==> src/rtl/bin_bcd_seq.sv <==
// Sequential binary-to-BCD converter (double dabble), one input bit per clock.
// A conversion runs IDLE -> SHIFT (BIN_W cycles) -> DONE (one cycle) -> IDLE.
// Results wider than DIGITS decimal digits saturate to all nines and raise ovf.
module bin_bcd_seq #(
    parameter int BIN_W  = 12,
    parameter int DIGITS = 4
) (
    input  logic                  clk,
    input  logic                  rst,
    input  logic                  start,
    input  logic [BIN_W-1:0]      bin_in,
    output logic                  ready,
    output logic                  done,
    output logic [4*DIGITS-1:0]   bcd_out,
    output logic                  ovf
);

    localparam int BCD_W = 4 * DIGITS;
    localparam int CNT_W = $clog2(BIN_W + 1);
    localparam logic [BCD_W-1:0] ALL_NINES = {DIGITS{4'h9}};

    typedef enum logic [1:0] {
        S_IDLE  = 2'd0,
        S_SHIFT = 2'd1,
        S_DONE  = 2'd2
    } state_t;

    state_t             state_q, state_d;
    logic [BIN_W-1:0]   shift_q, shift_d;
    logic [BCD_W-1:0]   work_q, work_d;
    logic [CNT_W-1:0]   cnt_q, cnt_d;
    logic               flag_q, flag_d;
    logic [BCD_W-1:0]   bcd_q, bcd_d;
    logic               ovf_q, ovf_d;

    logic [BCD_W+BIN_W:0] cat_sh;
    logic [BCD_W-1:0]     work_sh;
    logic [BIN_W-1:0]     shift_sh;
    logic                 flag_sh;

    // Add 3 to every digit that is 5 or more; digits are independent, no carry.
    function automatic logic [BCD_W-1:0] add3(input logic [BCD_W-1:0] v);
        logic [BCD_W-1:0] r;
        r = v;
        for (int d = 0; d < DIGITS; d++) begin
            if (v[4*d +: 4] >= 4'd5) begin
                r[4*d +: 4] = v[4*d +: 4] + 4'd3;
            end
        end
        return r;
    endfunction

    // One double-dabble step: adjust digits, then shift {work, shift} left by one.
    always_comb begin
        cat_sh   = {1'b0, add3(work_q), shift_q} << 1;
        work_sh  = cat_sh[BCD_W+BIN_W-1 -: BCD_W];
        shift_sh = cat_sh[BIN_W-1:0];
        // A bit leaving the top digit means the value needs more than DIGITS digits.
        flag_sh  = flag_q | cat_sh[BCD_W+BIN_W];
    end

    // FSM state register.
    always_ff @(posedge clk or negedge rst) begin
        if (!rst) begin
            state_q <= S_IDLE;
        end else begin
            state_q <= state_d;
        end
    end

    // FSM next-state logic.
    always_comb begin
        state_d = state_q;
        unique case (state_q)
            S_IDLE:  if (start) state_d = S_SHIFT;
            S_SHIFT: if (cnt_q == CNT_W'(1)) state_d = S_DONE;
            S_DONE:  state_d = S_IDLE;
            default: state_d = S_IDLE;
        endcase
    end

    // FSM outputs: ready only in IDLE, done only in DONE.
    always_comb begin
        ready = (state_q == S_IDLE);
        done  = (state_q == S_DONE);
    end

    // Datapath next-state: load on accept, shift in SHIFT, publish result on leaving SHIFT.
    always_comb begin
        shift_d = shift_q;
        work_d  = work_q;
        cnt_d   = cnt_q;
        flag_d  = flag_q;
        bcd_d   = bcd_q;
        ovf_d   = ovf_q;
        unique case (state_q)
            S_IDLE: begin
                if (start) begin
                    shift_d = bin_in;
                    work_d  = '0;
                    cnt_d   = CNT_W'(BIN_W);
                    flag_d  = 1'b0;
                end
            end
            S_SHIFT: begin
                shift_d = shift_sh;
                work_d  = work_sh;
                cnt_d   = cnt_q - CNT_W'(1);
                flag_d  = flag_sh;
                // Result registers update here so they are already valid while done is high.
                if (cnt_q == CNT_W'(1)) begin
                    bcd_d = flag_sh ? ALL_NINES : work_sh;
                    ovf_d = flag_sh;
                end
            end
            default: ;
        endcase
    end

    // Datapath registers; reset clears everything so an aborted conversion leaves no trace.
    always_ff @(posedge clk or negedge rst) begin
        if (!rst) begin
            shift_q <= '0;
            work_q  <= '0;
            cnt_q   <= '0;
            flag_q  <= 1'b0;
            bcd_q   <= '0;
            ovf_q   <= 1'b0;
        end else begin
            shift_q <= shift_d;
            work_q  <= work_d;
            cnt_q   <= cnt_d;
            flag_q  <= flag_d;
            bcd_q   <= bcd_d;
            ovf_q   <= ovf_d;
        end
    end

    assign bcd_out = bcd_q;
    assign ovf     = ovf_q;

endmodule
==> config.mk <==
export PLATFORM = sky130hd
export DESIGN_NAME = bin_bcd_seq
export DESIGN_NICKNAME = d
export VERILOG_FILES = /design/src/rtl/bin_bcd_seq.sv
export SDC_FILE = /design/constraint.sdc
export NUM_CORES = 1
export LEC_CHECK = 0
export BUFFER_PORTS_ARGS = -buffer_cell sky130_fd_sc_hd__buf_2
export CAP_MARGIN = 20
export CORE_MARGIN = 2
export CORE_UTILIZATION = 55
export DETAILED_ROUTE_END_ITERATION = 12
export PLACE_DENSITY_LB_ADDON = 0.15
export REMOVE_ABC_BUFFERS = 1
export SLEW_MARGIN = 20
export SYNTH_ARGS = -nofsm -noshare
export SYNTH_HDL_FRONTEND = slang
export SYNTH_SLANG_ARGS = --single-unit
==> constraint.sdc <==
create_clock -name clk -period 1.89 [get_ports clk]
set_input_delay 0.0945 -clock clk [delete_from_list [all_inputs] [get_ports clk]]
set_output_delay 0.0945 -clock clk [all_outputs]
set_load 0.05 [all_outputs]
# [Word-level counts from Yosys, hierarchy flattened]
# Cells that the tools add are included.
[totals] reg_bits=52 output_inout_bits=19 wordCells=43
[classes] magnitude_cmp=4 n_eq_ne=5 bitwise=1 add_sub_neg=5 muxes=16 reduce_logical=5
[ops] operator="16-bit two-way mux" count=2
[ops] operator="16-bit case mux with 2 select lines" count=1
[ops] operator="12-bit case mux with 2 select lines" count=1
[ops] operator="4-bit two-way mux" count=5
[ops] operator="4-bit by 2-bit adder with 4-bit output (second input constant)" count=4
[ops] operator="4-bit by 3-bit greater-or-equal comparator with 1-bit output (second input constant)" count=4
[ops] operator="12-bit two-way mux" count=1
[ops] operator="4-bit case mux with 2 select lines" count=1
[ops] operator="2-bit AND reduction" count=3
[ops] operator="4-bit by 1-bit == test with 1-bit output (second input constant)" count=1
[ops] operator="2-bit two-way mux" count=2
[ops] operator="2-bit inequality test (second input constant)" count=2
[ops] operator="2-bit case mux with 2 select lines" count=1
[ops] operator="4-bit by 1-bit subtractor with 4-bit output (second input constant)" count=1
[ops] operator="2-bit by 1-bit == test with 1-bit output (second input constant)" count=1
[ops] operator="2-bit == test (second input constant)" count=1
[ops] operator="2-bit zero test" count=1
[ops] operator="1-bit case mux with 2 select lines" count=1
[ops] operator="2-bit nonzero test" count=1
[ops] operator="1-bit two-way mux" count=1
[ops] operator="1-bit bitwise OR" count=1

# [Logic depth before layout (Yosys ltp)]
# Gate-level depths: netlist of the first run.
[logic_depth] word_depth=4 depth_mapped=8 depth_no_buf=7

# [Worst setup path after synthesis of the first run]
# Ideal clock, no wire load.
[synth_timing] path_kind="reg-to-reg" startpoint="register work_q[12]" endpoint="register bcd_q[14], in the netlist bcd_out[14]" path_slack_ns=0.289 path_stages_with_launch=7 t_arrival_ns=1.505 t_required_ns=1.795 path_buffers=0 path_cell_list="dfrtp_1 -> inv_1 -> ha_1 -> nand2b_1 -> a21oi_1 -> mux2_4 -> o31ai_1"
[synth_via] elab_chain_cells=4 word_cells_on_any_way=5 classes_between="add/sub: 1; order compare: 1; mux: 2; bitwise: 1"
[synth_rtl] element="start: declaration" line="30" source="logic [BCD_W-1:0] work_q, work_d;"
[synth_rtl] element="start signal: assignment" line="131" source="work_q <= work_d;"
[synth_rtl] element="4-bit by 2-bit adder with 4-bit output or 4-bit by 3-bit greater-or-equal comparator with 1-bit output (tied branches)" line="47, 46"
[synth_rtl] element="4-bit two-way mux (*)" line="46" source="if (v[4*d +: 4] >= 4'd5) begin"
[synth_rtl] element="1-bit bitwise OR" line="59" source="flag_sh = flag_q | cat_sh[BCD_W+BIN_W];"
[synth_rtl] element="16-bit two-way mux (*)" line="112" source="bcd_d = flag_sh ? ALL_NINES : work_sh;"
[synth_rtl] element="end signal: assignment" line="127" source="bcd_q <= '0;"
[synth_rtl] element="end signal: assignment" line="134" source="bcd_q <= bcd_d;"
[synth_rtl] element="end: declaration" line="33" source="logic [BCD_W-1:0] bcd_q, bcd_d;"
# Mark *: on every way between the ends. The rest lies on a longest branch, timed or not.
# A chain may end at the register's enable or synchronous reset.

# [Worst setup path after layout of the first run]
# Ends and elaborated chain as after synthesis.

==> results of run 1 <==
==> placed cells by master, fill, tap and decap left out, types with 2 or more instances in the layout <==
cell type / count
nand2b_1: 5
nor2b_1: 3
inv_1: 11
nor3b_1: 16
o31ai_1: 8
xnor2_1: 4
a21oi_1: 25
nor2_1: 13
dfrtp_1: 52
o21ai_0: 31
nand2_1: 42
a22oi_1: 2
nand3b_1: 2
o21ai_1: 6
ha_1: 10
buf_2: 33
buf_4: 10
a31oi_1: 7
clkbuf_8: 6
mux2_2: 3
==> worst max-delay path, cell delays in order, from the launching register on <==
cell	delay [ns]
dfrtp_1	0.43
inv_1	0.11
ha_1	0.20
nand2b_1	0.08
a21oi_1	0.26
mux2_4	0.33
o31ai_1	0.22
==> routing by layer <==
layer	part of all wire (%)	wire (microns)	global-route usage, %	vias up
li1	-	-	-	985
met1	48	2330	28.7	934
met2	47	2290	35.7	28
met3	3.1	148	4.50	6
met4	1.3	63	6.29	0
met5	0	0	0	-
==> state kept, by name, indices dropped and copies added (netlist names) <==
register	flops
bcd_out	16
shift_q	12
ovf	1
state_q	2
work_q	16
flag_q	1
cnt_q	4
==> power breakdown <==
part	switching, mW	internal [mW]	leakage, nW
clock network	0.357	0.298	0.0445
logic	1.74	0.930	0.582
registers	0.347	1.59	0.649
total	2.44	2.81	1.28
==> worst paths after layout <==
check / start / end
worst max-delay path: work_q[12] / bcd_out[14]
worst min-delay path: bin_in[11] / shift_q[11]
worst max register to register: work_q[12] / bcd_out[14]
worst min register to register: bcd_out[1] / bcd_out[1]
max in group asynchronous: rst / shift_q[11]
min in group asynchronous: rst / work_q[14]
==> what timing repair did <==
item / CTS / global route
resized for setup: 0 / 2
hold buffers: 1 / 0
setup endpoints to repair: 0 / 3
hold endpoints to repair: 52 / 0
buffers inserted: 0 / 0
==> stage by stage <==
step	util, %	power [mW]	hold WS [ns]	instance area [sq um]
2_1_floorplan	-	3.89	-0.201	2450
3_3_place_gp	62.9	4.55	0.248	2760
3_5_place_dp	62.9	4.63	0.251	2760
4_1_cts	65.3	5.30	0.0682	2860
5_1_grt	65.3	5.71	0.100	2860
6_report	65.3	5.25	0.0812	2860
==> logic make-up (layout without fill, tap and decap cells) <==
| logic type | count (synthesis) | in the layout | share of synthesized area [%] |
|---|---|---|---|
| flops | 52 | 52 | 51.4 |
| xor+xnor | 4 | 4 | 1.38 |
| simple gates | 84 | 84 | 16.5 |
| buf+inv | 26 | 64 | 4.99 |
| fa+ha+maj | 10 | 10 | 4.94 |
| mux | 4 | 4 | 1.93 |
| compound gates | 84 | 84 | 18.9 |
==> final cells by class <==
type / count / share of cell area (%)
tap: 52 / 2.27
multi-input combinational: 186 / 38.6
inverter: 12 / 1.66
sequential: 52 / 45.4
timing repair buffer: 44 / 8.74
clock inverter: 1 / 0.262
clock buffer: 7 / 3.01
==> impl_metrics.json, run 1 <==
{
  "rr_worst_depth": 6,
  "placedCellCount": 345,
  "die_y_microns": 71.9,
  "die-width_microns": 71.9,
  "period_needed_ns": 1.72,
  "synth_edf_count": 0,
  "rows": 24,
  "drc": 0,
  "final_nets": 326,
  "grt_max_degree": 53,
  "path_clk_slew_ns": 0.09,
  "fin_setup_tns_ns": 0,
  "crit_required_ns": 2.11,
  "track_usage_pct": 21.5,
  "multiInputGateArea_sq_um": 1110,
  "synth-main-ff-cell": "dfrtp_1",
  "tritoncts": "built",
  "worst_slack_ns": 0.168,
  "synth.most_common_cell": "dfrtp_1",
  "fin_skew_ns": 0.00610,
  "period_share_pct": 91.1,
  "worst_setup_path_start_kind": "register",
  "first_pass_iters": 4,
  "grt_setup_unrepaired": "false",
  "synthTopCellsByArea": "dfrtp_1 (51%), nand2_1 (6.2%), o21ai_0 (6.1%)",
  "postSynthCellCount": 264,
  "worst-slew-pin-transition_ns": 0.673,
  "status": "completed",
  "slew_violations": 0,
  "ys_seq_area_share_pct": 51.4,
  "syn_area_per_cell_sq_um": 9.60,
  "synthTopCellsByCount": "dfrtp_1 (52), nand2_1 (42), o21ai_0 (31), a21oi_1 (25), nor3b_1 (16)",
  "r2r_slack_ns": 0.17,
  "yosysWarnings": 0,
  "cts_sinks": 52,
  "first_iter_violations": 92,
  "drive_gt1_share_pct": 19.9,
  "holdCritPathClass": "input pin to register",
  "syn_to_final_growth_pct": 13.0,
  "pin_count": 34,
  "gp_congestion": 0.785,
  "post_drt_wl_per_cell_microns": 13.7,
  "cp-end-kind": "register",
  "cp_max_fo": 5,
  "antenna_found_initial": 0,
  "grt_pass1_vias": 1923,
  "worstSkewPairLatency_ns": 0.31,
  "antenna_cells": 0,
  "port_buffers": 33,
  "grt_overflow": 0,
  "pre_cts_ws_ns": 0.183,
  "initial_utilization_pct": 57.8,
  "regArea_sq_um": 1300,
  "numCtsBuffers": 5,
  "crit_arrival_ns": 1.94,
  "yosys.area.top_type": "dfrtp_1",
  "min_path_cells": 3,
  "power_density_nw_per_um2": 1830,
  "fillers": 373,
  "peakVddDrop_v": 0.000769,
  "wl_microns": 4830,
  "setup-violations-final": 0,
  "grt_pass1_wl_microns": 8720,
  "slew_headroom_pct": 55.1,
  "finalHoldViolations": 0,
  "core_area_sq_um": 4380,
  "clock-root-buffer": "clkbuf_8",
  "maxCapViolations": 0,
  "ys_types": 32,
  "vias_per_cell": 5.52,
  "die-area_sq_um": 5170,
  "clock_path_buffers": 2,
  "ys_ff_latch": 52,
  "synthArstFlopShare_pct": 100,
  "power.leakage_nw": 1.28,
  "critPathKind": "register to register",
  "fin_cells": 354,
  "vias": 1953,
  "synth_top_area_share_pct": 51.4,
  "clock.fmax_ghz": 0.581,
  "antenna_left": 0,
  "dpl.hpwl_microns": 3330,
  "htreeDepth": 2,
  "syn_area_sq_um": 2530
}
No activity file was read; power rests on OpenSTA's default activity.
==> inputs of run 2 (changes only) <==
--- a/config.mk
+++ b/config.mk
@@ -8,7 +8,7 @@
 export BUFFER_PORTS_ARGS = -buffer_cell sky130_fd_sc_hd__buf_2
 export CAP_MARGIN = 20
 export CORE_MARGIN = 2
-export CORE_UTILIZATION = 55
+export CORE_UTILIZATION = 51
 export DETAILED_ROUTE_END_ITERATION = 12
 export PLACE_DENSITY_LB_ADDON = 0.15
 export REMOVE_ABC_BUFFERS = 1
==> constraint.sdc (replaced) <==
create_clock -name clk -period 1.49 [get_ports clk]
set_input_delay 0.0745 -clock clk [delete_from_list [all_inputs] [get_ports clk]]
set_output_delay 0.0745 -clock clk [all_outputs]
set_load 0.05 [all_outputs]
==> impl_metrics.json, run 2 (synthesis results as in run 1) <==
{
  "first_pass_iters": 4,
  "htreeDepth": 2,
  "final_nets": 361,
  "fillers": 326,
  "clock_path_buffers": 2,
  "track_usage_pct": 22.7,
  "tritoncts": "built",
  "power.leakage_nw": 1.56,
  "placed_area_sq_um": 3000,
  "rows": 25,
  "min_path_cells": 3,
  "worst_setup_path_start_kind": "register",
  "die-area_sq_um": 5550,
  "crit_path_max_incr_delay_ns": 0.44,
  "worst_slack_ns": -0.0218,
  "hold_start": "bin_in[11]",
  "numCtsBuffers": 5,
  "maxCapViolations": 0,
  "worst-path-buf-inv": 0,
  "holdCritPathClass": "input pin to register",
  "antenna_left": 0,
  "power_switching_mw": 4.08,
  "period_share_pct": 101,
  "regToRegEndpoint": "bcd_out[2]",
  "worstSkewPairLatency_ns": 0.32,
  "pwr-share-seq_pct": 28.7,
  "die-width_microns": 74.5,
  "drc": 0,
  "power_mw": 9.02,
  "dpl.hpwl_microns": 3510,
  "post_drt_wl_per_cell_microns": 15.3,
  "fin_skew_ns": 0.0103,
  "setup-violations-final": 4,
  "min_to": "shift_q[11]",
  "gp_congestion": 0.806,
  "r2r_slack_ns": -0.02,
  "core_area_sq_um": 4750,
  "vias": 2187,
  "cp-end-kind": "register",
  "violations": "setup timing",
  "crit_slowest_cell": "dfrtp_1",
  "cts_sinks": 52,
  "rr_startpoint": "work_q[0]",
  "crit_arrival_ns": 1.74,
  "grt_pass1_vias": 2089,
  "slew_headroom_pct": 74.1,
  "grt_overflow": 0,
  "final_common_cell": "dfrtp_1",
  "design_area_sq_um": 3580,
  "grt_pass1_wl_microns": 9580,
  "status": "finished, violations left",
  "vias_per_cell": 5.41,
  "critPathTopFamily": "flip-flops",
  "port_buffers": 33,
  "wl_microns": 6170,
  "drive_gt1_share_pct": 41.5,
  "antenna_cells": 0,
  "pwr-share-comb_pct": 60.5,
  "first_iter_violations": 101,
  "swShare_pct": 45.2,
  "antenna_found_initial": 0,
  "cp_max_fo": 3,
  "pin_count": 34,
  "clkPwrFrac_pct": 10.8,
  "pre_cts_ws_ns": -0.190,
  "worst-slew-pin-transition_ns": 0.389,
  "period_needed_ns": 1.51,
  "path_cells": "ha_4, nand2b_4, a21oi_4, mux2_4, o31ai_4",
  "grt_setup_unrepaired": "true",
  "crit_required_ns": 1.72,
  "syn_to_final_growth_pct": 41.2,
  "cell_internal_pwr_mw": 4.94,
  "finalHoldViolations": 0,
  "path_clk_slew_ns": 0.08,
  "rr_worst_depth": 5,
  "grt_max_degree": 53,
  "clock-root-buffer": "clkbuf_8",
  "fin_cells": 404,
  "die_y_microns": 74.5,
  "power_density_nw_per_um2": 2520,
  "peakVddDrop_v": 0.000998,
  "clock.fmax_ghz": 0.661,
  "mostFrequentLayoutCells": "dfrtp_1 (50), nand2_1 (39), buf_4 (36), buf_2 (33), o21ai_0 (27)",
  "critPathKind": "register to register",
  "initial_utilization_pct": 53.3,
  "slew_violations": 0,
  "placedCellCount": 386
}
-- run 2: worst max path at each step --
stage / slack (ns) / cells after the start / to / startpoint
after global placement: -0.06 / 5 / bcd_out[14] / work_q[12]
after floorplan: -0.34 / 5 / bcd_out[12] / state_q[0]
after global routing: -0.08 / 6 / bcd_out[10] / work_q[9]
final: -0.02 / 5 / bcd_out[2] / work_q[0]
after CTS: -0.02 / 5 / bcd_out[2] / work_q[0]
after detailed placement: -0.19 / 6 / bcd_out[6] / work_q[5]
-- run 2: power by group through the flow --
stage / Combinational [mW] / Sequential (mW) / Clock [mW]
global route: 5.89 / 2.66 / 1.05
floorplan: 1.82 / 3.11 / 0
CTS: 4.67 / 2.52 / 0.964
global placement: 3.90 / 2.43 / 0
detailed placement: 3.96 / 2.46 / 0
finish: 5.46 / 2.59 / 0.973
-- run 2: layout make-up --
| cell class | count | area [sq um] | share of cell area, % |
|---|---|---|---|
| clock buffers | 6 | 72.6 | 2.03 |
| clock inverters | 2 | 35.0 | 0.979 |
| repair buffers | 78 | 557 | 15.6 |
| multi-input cells | 187 | 1480 | 41.2 |
| inverters | 12 | 50.0 | 1.40 |
| flip-flops and latches | 52 | 1300 | 36.4 |
| well taps | 67 | 83.8 | 2.34 |
-- run 2: metrics by stage --
stage               utilization [%]  TNS, ns  hold slack, ns
floorplan                         -    -9.87          -0.221
global placement               63.0   -0.291          0.0912
detailed placement             63.0   -0.819          0.0876
CTS                            70.5  -0.0341          0.0698
global route                   75.2   -0.715          0.0909
finish                         75.2  -0.0668          0.0546
-- run 2: timing repair --
item / 4_1_cts / 5_1_grt
buffers inserted: 4 / 6
hold buffers: 1 / 0
setup endpoints to repair: 20 / 25
hold endpoints to repair: 52 / 0
pin swaps: 14 / 15
gates resized for setup: 45 / 40
gates cloned: 1 / 0
-- run 2: worst reg2reg max path: stages, from the launching register on --
cell,delay [ns]
dfrtp_1,0.44
ha_4,0.18
nand2b_4,0.14
a21oi_4,0.16
mux2_4,0.34
o31ai_4,0.17
-- run 2: routing by layer --
metal | global-route usage [%] | vias up | share of wire [%]
li1 | - | 1061 | -
met1 | 29.9 | 1060 | 43
met2 | 38.0 | 50 | 51
met3 | 4.34 | 16 | 3.2
met4 | 7.34 | 0 | 3.0
met5 | 0 | - | 0
==> inputs of run 3 (changes only) <==
--- a/config.mk
+++ b/config.mk
@@ -9,8 +9,9 @@
 export CAP_MARGIN = 20
 export CORE_MARGIN = 2
 export CORE_UTILIZATION = 51
+export CTS_CLUSTER_DIAMETER = 150
 export DETAILED_ROUTE_END_ITERATION = 12
-export PLACE_DENSITY_LB_ADDON = 0.15
+export PLACE_DENSITY_LB_ADDON = 0.12
 export REMOVE_ABC_BUFFERS = 1
 export SLEW_MARGIN = 20
 export SYNTH_ARGS = -nofsm -noshare
==> impl_metrics.json, run 3 (synthesis results as in run 1) <==
{
  "clkPwrFrac_pct": 11.1,
  "slew_violations": 0,
  "power.leakage_nw": 1.53,
  "period_share_pct": 103,
  "pwr-share-seq_pct": 29.0,
  "cell_internal_pwr_mw": 4.82,
  "crit_arrival_ns": 1.78,
  "worst_setup_path_start_kind": "register",
  "finalHoldViolations": 0,
  "grt_pass1_wl_microns": 9280,
  "crit_required_ns": 1.73,
  "worstSkewPairLatency_ns": 0.31,
  "vias": 2138,
  "path_cells": "inv_2, ha_4, nand2b_4, nand2_4, o31a_1, buf_6, a31oi_4",
  "holdCritPathClass": "input pin to register",
  "tritoncts": "built",
  "drc": 0,
  "first_iter_violations": 109,
  "setup-violations-final": 15,
  "drive_gt1_share_pct": 41.7,
  "critPathKind": "register to register",
  "post_drt_wl_per_cell_microns": 14.6,
  "swShare_pct": 45.1,
  "grt_overflow": 0,
  "power_switching_mw": 3.96,
  "period_needed_ns": 1.54,
  "use_met2_pct": 36.3,
  "cp_max_fo": 6,
  "track_usage_pct": 21.9,
  "first_pass_iters": 4,
  "fillers": 345,
  "busiest_layer": "met2",
  "min_path_cells": 3,
  "antenna_cells": 0,
  "peakVddDrop_v": 0.00121,
  "grt_pass1_vias": 2055,
  "grt_setup_unrepaired": "true",
  "grtUsageMet1_pct": 27.9,
  "htreeDepth": 2,
  "maxCapViolations": 0,
  "crit_slowest_cell": "dfrtp_1",
  "die_y_microns": 74.5,
  "die-width_microns": 74.5,
  "dpl.hpwl_microns": 3620,
  "worst_slack_ns": -0.0452,
  "hold_start": "bin_in[11]",
  "min_to": "shift_q[11]",
  "final_common_cell": "dfrtp_1",
  "cts_sinks": 52,
  "design_area_sq_um": 3530,
  "port_buffers": 33,
  "use_met3_pct": 5.01,
  "worst-slew-pin-transition_ns": 0.359,
  "rr_startpoint": "work_q[13]",
  "path_clk_slew_ns": 0.10,
  "clock-root-buffer": "clkbuf_8",
  "fin_skew_ns": 0.0108,
  "die-area_sq_um": 5550,
  "cp-end-kind": "register",
  "gp_congestion": 0.761,
  "violations": "setup timing",
  "initial_utilization_pct": 53.3,
  "vias_per_cell": 5.31,
  "slew_headroom_pct": 76.1,
  "wl_microns": 5890,
  "clock_path_buffers": 2,
  "numCtsBuffers": 5,
  "crit_path_max_incr_delay_ns": 0.41,
  "mostFrequentLayoutCells": "dfrtp_1 (51), nand2_1 (40), buf_4 (40), buf_2 (32), o21ai_0 (25)",
  "power_density_nw_per_um2": 2490,
  "regToRegEndpoint": "bcd_out[8]",
  "clock.fmax_ghz": 0.651,
  "status": "finished, violations left",
  "syn_to_final_growth_pct": 39.5,
  "final_nets": 360,
  "grt_max_degree": 53,
  "rr_worst_depth": 7,
  "antenna_left": 0,
  "rows": 25,
  "placed_area_sq_um": 2970,
  "core_area_sq_um": 4750,
  "final_util_pct": 74.3,
  "antenna_found_initial": 0,
  "pwr-share-comb_pct": 59.9,
  "r2r_slack_ns": -0.05,
  "pin_count": 34
}
-- run 3: metal layers --
metal  up-vias  wire (microns)
li1       1051               -
met4         0             102
met5         -               0
met2        33            3020
met1      1045            2580
met3         9             184
-- run 3: final cells by class --
class | count | area, sq um | area share, %
Multi-Input combinational cell | 186 | 1450 | 40.9
Clock inverter | 3 | 42.5 | 1.20
Timing Repair Buffer | 78 | 541 | 15.3
Sequential cell | 52 | 1300 | 36.9
Tap cell | 67 | 83.8 | 2.37
Inverter | 12 | 50.0 | 1.42
Clock buffer | 5 | 68.8 | 1.95
-- run 3: how the worst max path moves through the flow --
stage,start,to,slack [ns]
floorplan,state_q[0],bcd_out[12],-0.34
global placement,work_q[4],bcd_out[6],-0.07
detailed placement,work_q[13],bcd_out[14],-0.16
CTS,work_q[1],bcd_out[2],0.002
global route,work_q[1],bcd_out[2],-0.11
finish,work_q[13],bcd_out[8],-0.05
-- run 3: power by group through the flow --
stage               clock network (mW)  logic, mW  registers, mW
finish                           0.972       5.26           2.55
global route                      1.06       5.72           2.62
CTS                              0.993       4.56           2.50
detailed placement                   0       3.95           2.46
global placement                     0       3.87           2.43
floorplan                            0       1.82           3.11
-- run 3: what timing repair did --
| action | in CTS | in global routing |
|---|---|---|
| endpoints found under the hold margin | 52 | 0 |
| hold buffers | 1 | 0 |
| pin swaps | 8 | 11 |
| setup endpoints to repair | 24 | 26 |
| gates resized for setup | 35 | 38 |
| buffers inserted | 7 | 4 |
-- run 3: critical path: cells and delay by family (launching register included) --
kind | cells | cell delay [ns]
simple gates | 2 | 0.20
compound gates | 2 | 0.44
buf+inv | 2 | 0.27
flops | 1 | 0.41
fa+ha+maj | 1 | 0.13
-- run 3: through the flow --
stage / total power [mW] / setup slack, ns / hold slack, ns / cells / setup TNS, ns
final: 8.78 / -0.0452 / 0.0719 / 403 / -0.508
after global routing: 9.40 / -0.113 / 0.101 / 403 / -1.67
after CTS: 8.04 / 0.00154 / 0.0615 / 399 / 0
after detailed placement: 6.41 / -0.159 / 0.0882 / 383 / -1.05
after global placement: 6.30 / -0.0666 / 0.0884 / 383 / -0.301
after floorplan: 4.93 / -0.338 / -0.221 / 250 / -9.87
